`config.mk`:
```
export PLATFORM = sky130hd
export DESIGN_NAME = step_enable_gen
export DESIGN_NICKNAME = d
export VERILOG_FILES = /design/src/rtl/step_pkg.sv /design/src/rtl/step_enable_gen_sync_2ff.sv /design/src/rtl/step_enable_gen.sv
export SDC_FILE = /design/constraint.sdc
export NUM_CORES = 1
export LEC_CHECK = 0
export ABC_AREA = 1
export CORE_MARGIN = 2
export CORE_UTILIZATION = 55
export CTS_CLUSTER_DIAMETER = 80
export CTS_CLUSTER_SIZE = 16
export DETAILED_ROUTE_END_ITERATION = 10
export PLACE_DENSITY = 0.69
export SLEW_MARGIN = 40
export SYNTH_ARGS = -nofsm -noshare
export SYNTH_HDL_FRONTEND = slang
export SYNTH_SLANG_ARGS = --single-unit
```
`constraint.sdc`:
```
create_clock -name sys_clk -period 2.5 [get_ports sys_clk]
set_input_delay 0.5 -clock sys_clk [delete_from_list [all_inputs] [get_ports sys_clk]]
set_output_delay 0.5 -clock sys_clk [all_outputs]
set_load 0.1 [all_outputs]
```
`src/rtl/step_pkg.sv`:
```
// Shared types and constants for the step/free-run clock-enable generator.
package step_pkg;

  typedef enum logic [1:0] {
    IDLE   = 2'd0,
    QUAL   = 2'd1,
    COMMIT = 2'd2
  } db_state_t;

  localparam int          CNT_W_DEFAULT = 25;
  localparam logic [24:0] DEBOUNCE_HW   = 25'd1000000;
  localparam logic [24:0] DEBOUNCE_SIM  = 25'd2;

endpackage

```
`src/rtl/step_enable_gen_sync_2ff.sv`:
```
// Two-flop synchronizer with asynchronous active-low reset (module sync_2ff).
module sync_2ff (
  input  logic clk,
  input  logic rst_n,
  input  logic d,
  output logic q
);

  logic r_meta;
  logic r_sync;

  always_ff @(posedge clk or negedge rst_n) begin
    if (!rst_n) begin
      r_meta <= 1'b0;
      r_sync <= 1'b0;
    end else begin
      r_meta <= d;
      r_sync <= r_meta;
    end
  end

  assign q = r_sync;

endmodule

```
`src/rtl/step_enable_gen.sv`:
```
// Debounced single-step / free-run clock-enable generator for the MIPS core on sys_clk.
// Optional `define STEP_COUNT_EN adds a 16-bit wrapping count of issued enables.
module step_enable_gen
  import step_pkg::*;
#(
  parameter int               CNT_W           = CNT_W_DEFAULT,
  parameter logic [CNT_W-1:0] DEBOUNCE_CYCLES = CNT_W'(DEBOUNCE_HW),
  parameter logic [CNT_W-1:0] RUN_DIV         = CNT_W'(2)
) (
  input  logic        sys_clk,
  input  logic        rst_n,
  input  logic        step_in,
  input  logic        run_mode,
  input  logic        hold,
  output logic        cpu_en,
  output logic        step_level,
  output logic        busy
`ifdef STEP_COUNT_EN
  ,
  output logic [15:0] step_count
`endif
);

  // A zero setting behaves as one; *_LAST is the terminal count value.
  localparam logic [CNT_W-1:0] DB_LAST  =
    (DEBOUNCE_CYCLES == '0) ? '0 : DEBOUNCE_CYCLES - CNT_W'(1);
  localparam logic [CNT_W-1:0] DIV_LAST =
    (RUN_DIV == '0) ? '0 : RUN_DIV - CNT_W'(1);

  logic w_raw_step;
  logic w_run_s;

  sync_2ff u_sync_step (
    .clk   (sys_clk),
    .rst_n (rst_n),
    .d     (step_in),
    .q     (w_raw_step)
  );

  sync_2ff u_sync_run (
    .clk   (sys_clk),
    .rst_n (rst_n),
    .d     (run_mode),
    .q     (w_run_s)
  );

  db_state_t        r_state;
  logic [CNT_W-1:0] r_db_cnt;
  logic             r_step_level;
  logic             r_busy;
  logic [CNT_W-1:0] w_db_cnt_inc;
  logic             w_commit_rise;

  assign w_db_cnt_inc  = r_db_cnt + CNT_W'(1);
  assign w_commit_rise = (r_state == COMMIT) && w_raw_step && !r_step_level;

  // Debounce: the detecting cycle counts as the first stable cycle.
  always_ff @(posedge sys_clk or negedge rst_n) begin
    if (!rst_n) begin
      r_state      <= IDLE;
      r_db_cnt     <= '0;
      r_step_level <= 1'b0;
      r_busy       <= 1'b0;
    end else begin
      case (r_state)
        IDLE: begin
          if (w_raw_step != r_step_level) begin
            r_busy   <= 1'b1;
            r_db_cnt <= '0;
            r_state  <= (DB_LAST == '0) ? COMMIT : QUAL;
          end
        end
        QUAL: begin
          if (w_raw_step == r_step_level) begin
            r_busy   <= 1'b0;
            r_db_cnt <= '0;
            r_state  <= IDLE;
          end else begin
            r_db_cnt <= w_db_cnt_inc;
            if (w_db_cnt_inc == DB_LAST) begin
              r_state <= COMMIT;
            end
          end
        end
        COMMIT: begin
          r_step_level <= w_raw_step;
          r_busy       <= 1'b0;
          r_db_cnt     <= '0;
          r_state      <= IDLE;
        end
        default: begin
          r_busy   <= 1'b0;
          r_db_cnt <= '0;
          r_state  <= IDLE;
        end
      endcase
    end
  end

  logic             r_run_prev;
  logic             r_pending;
  logic             r_cpu_en;
  logic [CNT_W-1:0] r_div_cnt;
  logic             w_mode_edge;
  logic             w_step_fire;

  assign w_mode_edge = w_run_s ^ r_run_prev;
  // Blocking on r_cpu_en keeps single-step strobes at least one cycle apart.
  assign w_step_fire = r_pending && !hold && !r_cpu_en;

  always_ff @(posedge sys_clk or negedge rst_n) begin
    if (!rst_n) begin
      r_run_prev <= 1'b0;
      r_pending  <= 1'b0;
      r_cpu_en   <= 1'b0;
      r_div_cnt  <= '0;
    end else begin
      r_run_prev <= w_run_s;
      if (w_mode_edge) begin
        r_pending <= 1'b0;
        r_cpu_en  <= 1'b0;
        r_div_cnt <= '0;
      end else if (w_run_s) begin
        r_pending <= 1'b0;
        if (hold) begin
          r_cpu_en <= 1'b0;
        end else if (r_div_cnt == DIV_LAST) begin
          r_cpu_en  <= 1'b1;
          r_div_cnt <= '0;
        end else begin
          r_cpu_en  <= 1'b0;
          r_div_cnt <= r_div_cnt + CNT_W'(1);
        end
      end else begin
        r_div_cnt <= '0;
        r_cpu_en  <= w_step_fire;
        r_pending <= w_commit_rise | (r_pending & ~w_step_fire);
      end
    end
  end

`ifdef STEP_COUNT_EN
  logic [15:0] r_step_count;

  always_ff @(posedge sys_clk or negedge rst_n) begin
    if (!rst_n) begin
      r_step_count <= '0;
    end else if (r_cpu_en) begin
      r_step_count <= r_step_count + 16'd1;
    end
  end

  assign step_count = r_step_count;
`endif

  assign cpu_en     = r_cpu_en;
  assign step_level = r_step_level;
  assign busy       = r_busy;

endmodule

```
# After elaboration in Yosys (flattened, before gate mapping)
# Index checks and enable logic that the tools add are counted.
# Widths: inputs -> output; s select.
# classes
muxes	20
n_eq_ne	10
addsub	2
bitwise	4
reduce_logical	10
# op_table
operator	count
$mux 25	6
$add 25x1->25 const B	2
$pmux 25 s2	1
$eq 25x1->1 const B	1
$eq 25x20->1 const B	1
$mux 1	8
$mux 2	3
$ne 3x3->1 const B	2
$logic_and 1x1->1	4
$ne 2x2->1 const B	2
$pmux 2 s2	1
$reduce_and 2->1	2
$logic_not 1->1	3
$eq 2x1->1 const B	1
$eq 2x2->1 const B	1
$logic_not 2->1	1
$pmux 1 s2	1
$and 1x1->1	1
$eq 1x1->1	1
$ne 1x1->1	1
$not 1->1	1
$or 1x1->1	1
$xor 1x1->1	1
# word_totals
out_inout_bits	3
input_bits	5
reg_bits	61

# Longest topological paths before layout
# logic_depth
word_depth	8
ltp_mapped	14
depth_no_buf	14

# By module
# A second synthesis with hierarchy kept.
# unflattened
hier_cells	479
hier_area_um2	3573.4
# modules_own_cells
module	cells_per_inst	area_each_um2	n_inst	seq_area_each_um2
step_enable_gen	475	3473.3	1	1426.4
sync_2ff	2	50.0	2	50.0

# Worst setup path after synthesis
# No wires, ideal clock.
# synth_timing
path_type	flip-flop to flip-flop
startpoint	register r_step_level, in the netlist step_level
endpoint	register r_state[1]
synth_period_minus_slack_ns	1.993
path_stages_with_launch	7
setup_time_ns	0.064
path_slack_ns	0.507
arrival_ns	1.929
cell_sequence	dfrtp_1 or2_2 nand2_1 nor2_1 clkbuf_1 nand4_1 inv_1
# synth_via
elab_chain_len	3
word_cells_on_any_way	7
cone_classes	4 x eq/ne; 2 x mux; 1 x reduce/logical
# synth_rtl
element	line	text
from (decl)	step_enable_gen.sv:49	logic r_step_level;
from (signal assigned)	step_enable_gen.sv:86	r_step_level <= w_raw_step;
$eq 1x1->1 or $ne 1x1->1 (tied branches)	step_enable_gen.sv:74, step_enable_gen.sv:67	
$mux 2 (tied with other cells)	step_enable_gen.sv:74	if (w_raw_step == r_step_level) begin
$pmux 2 s2 or $reduce_and 2->1 (tied branches)	--	
to (signal assigned)	step_enable_gen.sv:70	r_state <= (DB_LAST == '0) ? COMMIT : QUAL;
to (decl)	step_enable_gen.sv:47	db_state_t r_state;
# Several ways; a longest one is shown, not always the timed one.
# A chain may end at the register's enable or synchronous reset.

# Final worst setup path
# layout_timing
startpoint	register r_db_cnt[1]
endpoint	register r_state[0]
# layout_via
elab_chain_len	4
# layout_rtl
element	line	text
from (decl)	step_enable_gen.sv:48	logic [CNT_W-1:0] r_db_cnt;
from (signal assigned)	step_enable_gen.sv:79	r_db_cnt <= w_db_cnt_inc;
$add 25x1->25	step_enable_gen.sv:54	assign w_db_cnt_inc = r_db_cnt + CNT_W'(1);
$eq 25x20->1	step_enable_gen.sv:80	if (w_db_cnt_inc == DB_LAST) begin
$ne 3x3->1 (no line)	--	
$reduce_and 2->1 (no line)	--	
# Every way passes these cells.

==> parameters.txt <==
Parameter                              Value

Finish
  Sequential cell area    1530 um2
  Count of fill cells added during filler insertion    575
  Ratio of cells with drive above 1 in the final layout    8.87%
  Final core area utilization    62.7%
  Count of antenna diodes in the layout    0
  Most common cell after layout, fill and taps aside    sky130_fd_sc_hd__nand2_1
  Commonest cells after routing, fill and taps aside    sky130_fd_sc_hd__nand2_1, sky130_fd_sc_hd__inv_1, sky130_fd_sc_hd__nor2_1
  Layout-stage area growth over the synthesis result    9.81%
  Area taken by multi-input logic gates    1790 um2
  Net count, final    534
  Number of standard cells in the final layout excluding fillers    607

STA
  Final period utilization    87.1%
  Accumulated negative setup slack    0 ns
  Hold_ws    0.150 ns
  Slew HR    63.1%
  Final hold violations    0
  Setup skew after layout    0.00748 ns
  Final-report setup violation count    0
  Unrepaired setup endpoints after global routing    no
  Max Transition Viols Final    0
  PnR worst setup slack    0.321 ns
  Crit path time final    2.18 ns
  Maximum operating frequency    459 MHz
  Slew at the pin closest to its max-slew limit    0.552 ns

Synthesis
  Post-Syn Area per Cell    7.15 um2
  Largest family of logic cells by synthesized area    simple AND/OR/NAND/NOR gates
  Synthesis warning total    0
  Share of synthesized area spent on multiplexers    0%
  Synth Area in Adders    1.37%
  Post-synthesis share of cell area spent on xor and xnor gates    2.16%
  Post-Synthesis Cell Area    3650 um2
  Top cells by area in the synthesized netlist    sky130_fd_sc_hd__dfrtp_1, sky130_fd_sc_hd__nand2_1, sky130_fd_sc_hd__inv_1, sky130_fd_sc_hd__nor2_1, sky130_fd_sc_hd__nand3_1
  Share of the synthesized area in compound gates (AO/OA/AOI/OAI)    9.57%
  Cells after synthesis    510
  Fraction of synthesized cell area taken by the top area cell type    41.9%
  Area share of and/or/nand/nor cells after synthesis    36.0%
  FFs w/ async S/R, synth    100%
  Top flip-flop cell by instance count after synthesis    sky130_fd_sc_hd__dfrtp_1
  Number of enable flip-flop cells after synthesis    0
  Share of the yosys chip area belonging to registers    41.9%
  Distinct cell type count after synthesis    33
  Post-synthesis register bit count    61
  Syn nets    519
  Synth area leader    sky130_fd_sc_hd__dfrtp_1

Power and ir drop
  Total power divided by cell area    504 nW/um2
  Sequential Power Share    50.3%
  Switching Fraction    26.0%
  Internal power    0.00149 W
  Worst ir drop on vdd    0.425 mV
  Switching component of the power    0.000526 W
  Static power due to leakage    1.81 nW
  Clock power frac    42.4%
  Relative contribution of combinational cells to total power    7.3%

Die
  Core Footprint    6390 um2
  Starting density of the core    57.1%
  Area of the die    7300 um2
  Total number of placement rows    29
  Count of pins on the block boundary    8
  Die height    85.4 um
  Die width    85.4 um

Clock network
  Source-to-sink clock delay at the later pin of the worst-skew pair    0.34 ns
  Number of buffers added to fix hold violations after cts    0
  Post-cts repair resize count    0
  Clock transition time at the flip-flop clock pins of the worst setup and hold paths    0.07 ns
  Buffer count from post-CTS setup fixing    0
  Total CTS buffers    9
  Root buf cell    sky130_fd_sc_hd__clkbuf_8
  H-tree Lvls    3
  Buffer levels on the longest clock path    2
  CTS tree    done
  Clk sinks    61

Critical path
  Capturing instance or port of the critical path    r_state[0]
  Worst setup path start    r_db_cnt[1]
  Worst Path Max Fanout    6
  Critical path class    reg2reg
  Cell count of the worst reg-to-reg path    12
  Critical path data required time    2.73 ns
  Endpoint arrival time on the critical path    2.41 ns
  Reg-to-reg startpoint    r_db_cnt[1]
  Minimum setup slack among reg-to-reg paths    0.32 ns
  Worst setup EP type    flip-flop
  Endpoint of the lowest-slack register-to-register path    r_state[0]
  Worst setup SP type    flip-flop

Route
  Drt first-iter violations    198
  Post-DR wirelength/cell    13.8 um
  DRC    0
  Number of nets still failing antenna checks after routing    0
  Wire length reported by the detailed router    8.38 mm
  Total via count after detailed routing    3283
  Ratio of routed vias to standard cells    5.41
  Detailed-routing iteration count for the pre-antenna-repair pass    5

Flow run
  Number of maximum-capacitance constraint violations    0

Global routing
  Pin count of the biggest net entering global routing    62
  Total congestion overflow    0
  Initial antenna violation count    0
  Via count of the first global-routing pass    3099
  Global router's overall resource usage    25.2%
  First-pass GRT wire length    14.6 mm

Worst hold path
  Class of the tightest hold or removal check    in2async

Place
  Global placement routability congestion    0.908
  Worst setup slack before clock tree synthesis    0.254 ns
  Detailed-placement wirelength estimate    6.24 mm
  Placed insts    591
  Buffers added on ports    7

Run status
  Run status    complete, no violations
-- how the worst min path moves through the flow --
stage	start	to	slack (ns)	cells past startpoint
after global routing	rst_n	r_div_cnt[17]	0.19	2
after CTS	rst_n	r_div_cnt[17]	0.17	2
after floorplan	rst_n	busy	0.20	0
after global placement	u_sync_step.r_meta	u_sync_step.q	0.33	0
after detailed placement	u_sync_step.r_meta	u_sync_step.q	0.34	0
final	rst_n	r_div_cnt[17]	0.15	2
-- area by class of cell --
cell class / instances / share of cell area, %
clock buffer: 10 / 3.19
clock inverter: 6 / 1.59
inverter: 81 / 7.59
multi-input combinational: 362 / 44.8
sequential: 61 / 38.1
tap: 77 / 2.41
timing repair buffer: 10 / 2.31
-- cell usage after synthesis (4+ instances only) --
library cell,number
sky130_fd_sc_hd__nor2_1,65
sky130_fd_sc_hd__nand2_2,4
sky130_fd_sc_hd__ha_1,4
sky130_fd_sc_hd__o21ai_0,27
sky130_fd_sc_hd__clkbuf_1,4
sky130_fd_sc_hd__nor3_1,10
sky130_fd_sc_hd__inv_1,78
sky130_fd_sc_hd__dfrtp_1,61
sky130_fd_sc_hd__nand4_1,18
sky130_fd_sc_hd__nand2_1,134
sky130_fd_sc_hd__nor4_1,5
sky130_fd_sc_hd__xor2_1,8
sky130_fd_sc_hd__nand3_1,34
sky130_fd_sc_hd__o22ai_1,14
sky130_fd_sc_hd__nor2_2,6
sky130_fd_sc_hd__a21oi_1,11
-- power by group through the flow --
stage,clock network [W],registers [W],logic [W]
floorplan,0,0.00106,0.0000659
global placement,0,0.00103,0.000145
detailed placement,0,0.00104,0.000147
CTS,0.000882,0.00102,0.000147
global route,0.000920,0.00102,0.000163
finish,0.000858,0.00102,0.000147
-- metrics by stage --
stage / cell area, um2 / total power, W
finish: 4010 / 0.00202
global route: 4010 / 0.00210
CTS: 4000 / 0.00205
detailed placement: 3810 / 0.00118
global placement: 3810 / 0.00118
floorplan: 3650 / 0.00112
-- state kept, by name, summed over array words and instances (netlist names) --
signal / flops
r_db_cnt: 25
r_div_cnt: 25
r_state: 2
busy: 1
cpu_en: 1
r_pending: 1
r_run_prev: 1
step_level: 1
u_sync_run.q: 1
u_sync_run.r_meta: 1
u_sync_step.q: 1
u_sync_step.r_meta: 1
-- kinds of logic after synthesis --
kind of cell | Yosys count
compound gates | 61
simple gates | 288
buf+inv | 87
flops | 61
xor+xnor | 9
fa+ha+maj | 4
-- critical path, cell delays in order, from the launching register on --
cell	delay, ns
sky130_fd_sc_hd__dfrtp_1	0.43
sky130_fd_sc_hd__ha_1	0.27
sky130_fd_sc_hd__nand2_2	0.12
sky130_fd_sc_hd__nor2_8	0.17
sky130_fd_sc_hd__nand3_1	0.16
sky130_fd_sc_hd__nand2_1	0.11
sky130_fd_sc_hd__nand2_1	0.08
sky130_fd_sc_hd__nor2_2	0.16
sky130_fd_sc_hd__nand2_1	0.07
sky130_fd_sc_hd__nor3_1	0.26
sky130_fd_sc_hd__nand3_1	0.12
sky130_fd_sc_hd__nand3_1	0.10
sky130_fd_sc_hd__nand2_1	0.05
-- per-layer routing --
metal	routed length [um]	GRT usage, %
met5	0	0
met4	125	8.08
met3	440	3.50
met2	3290	34.7
met1	4520	40.6
Note: power is estimated with default switching activity, not from simulation.
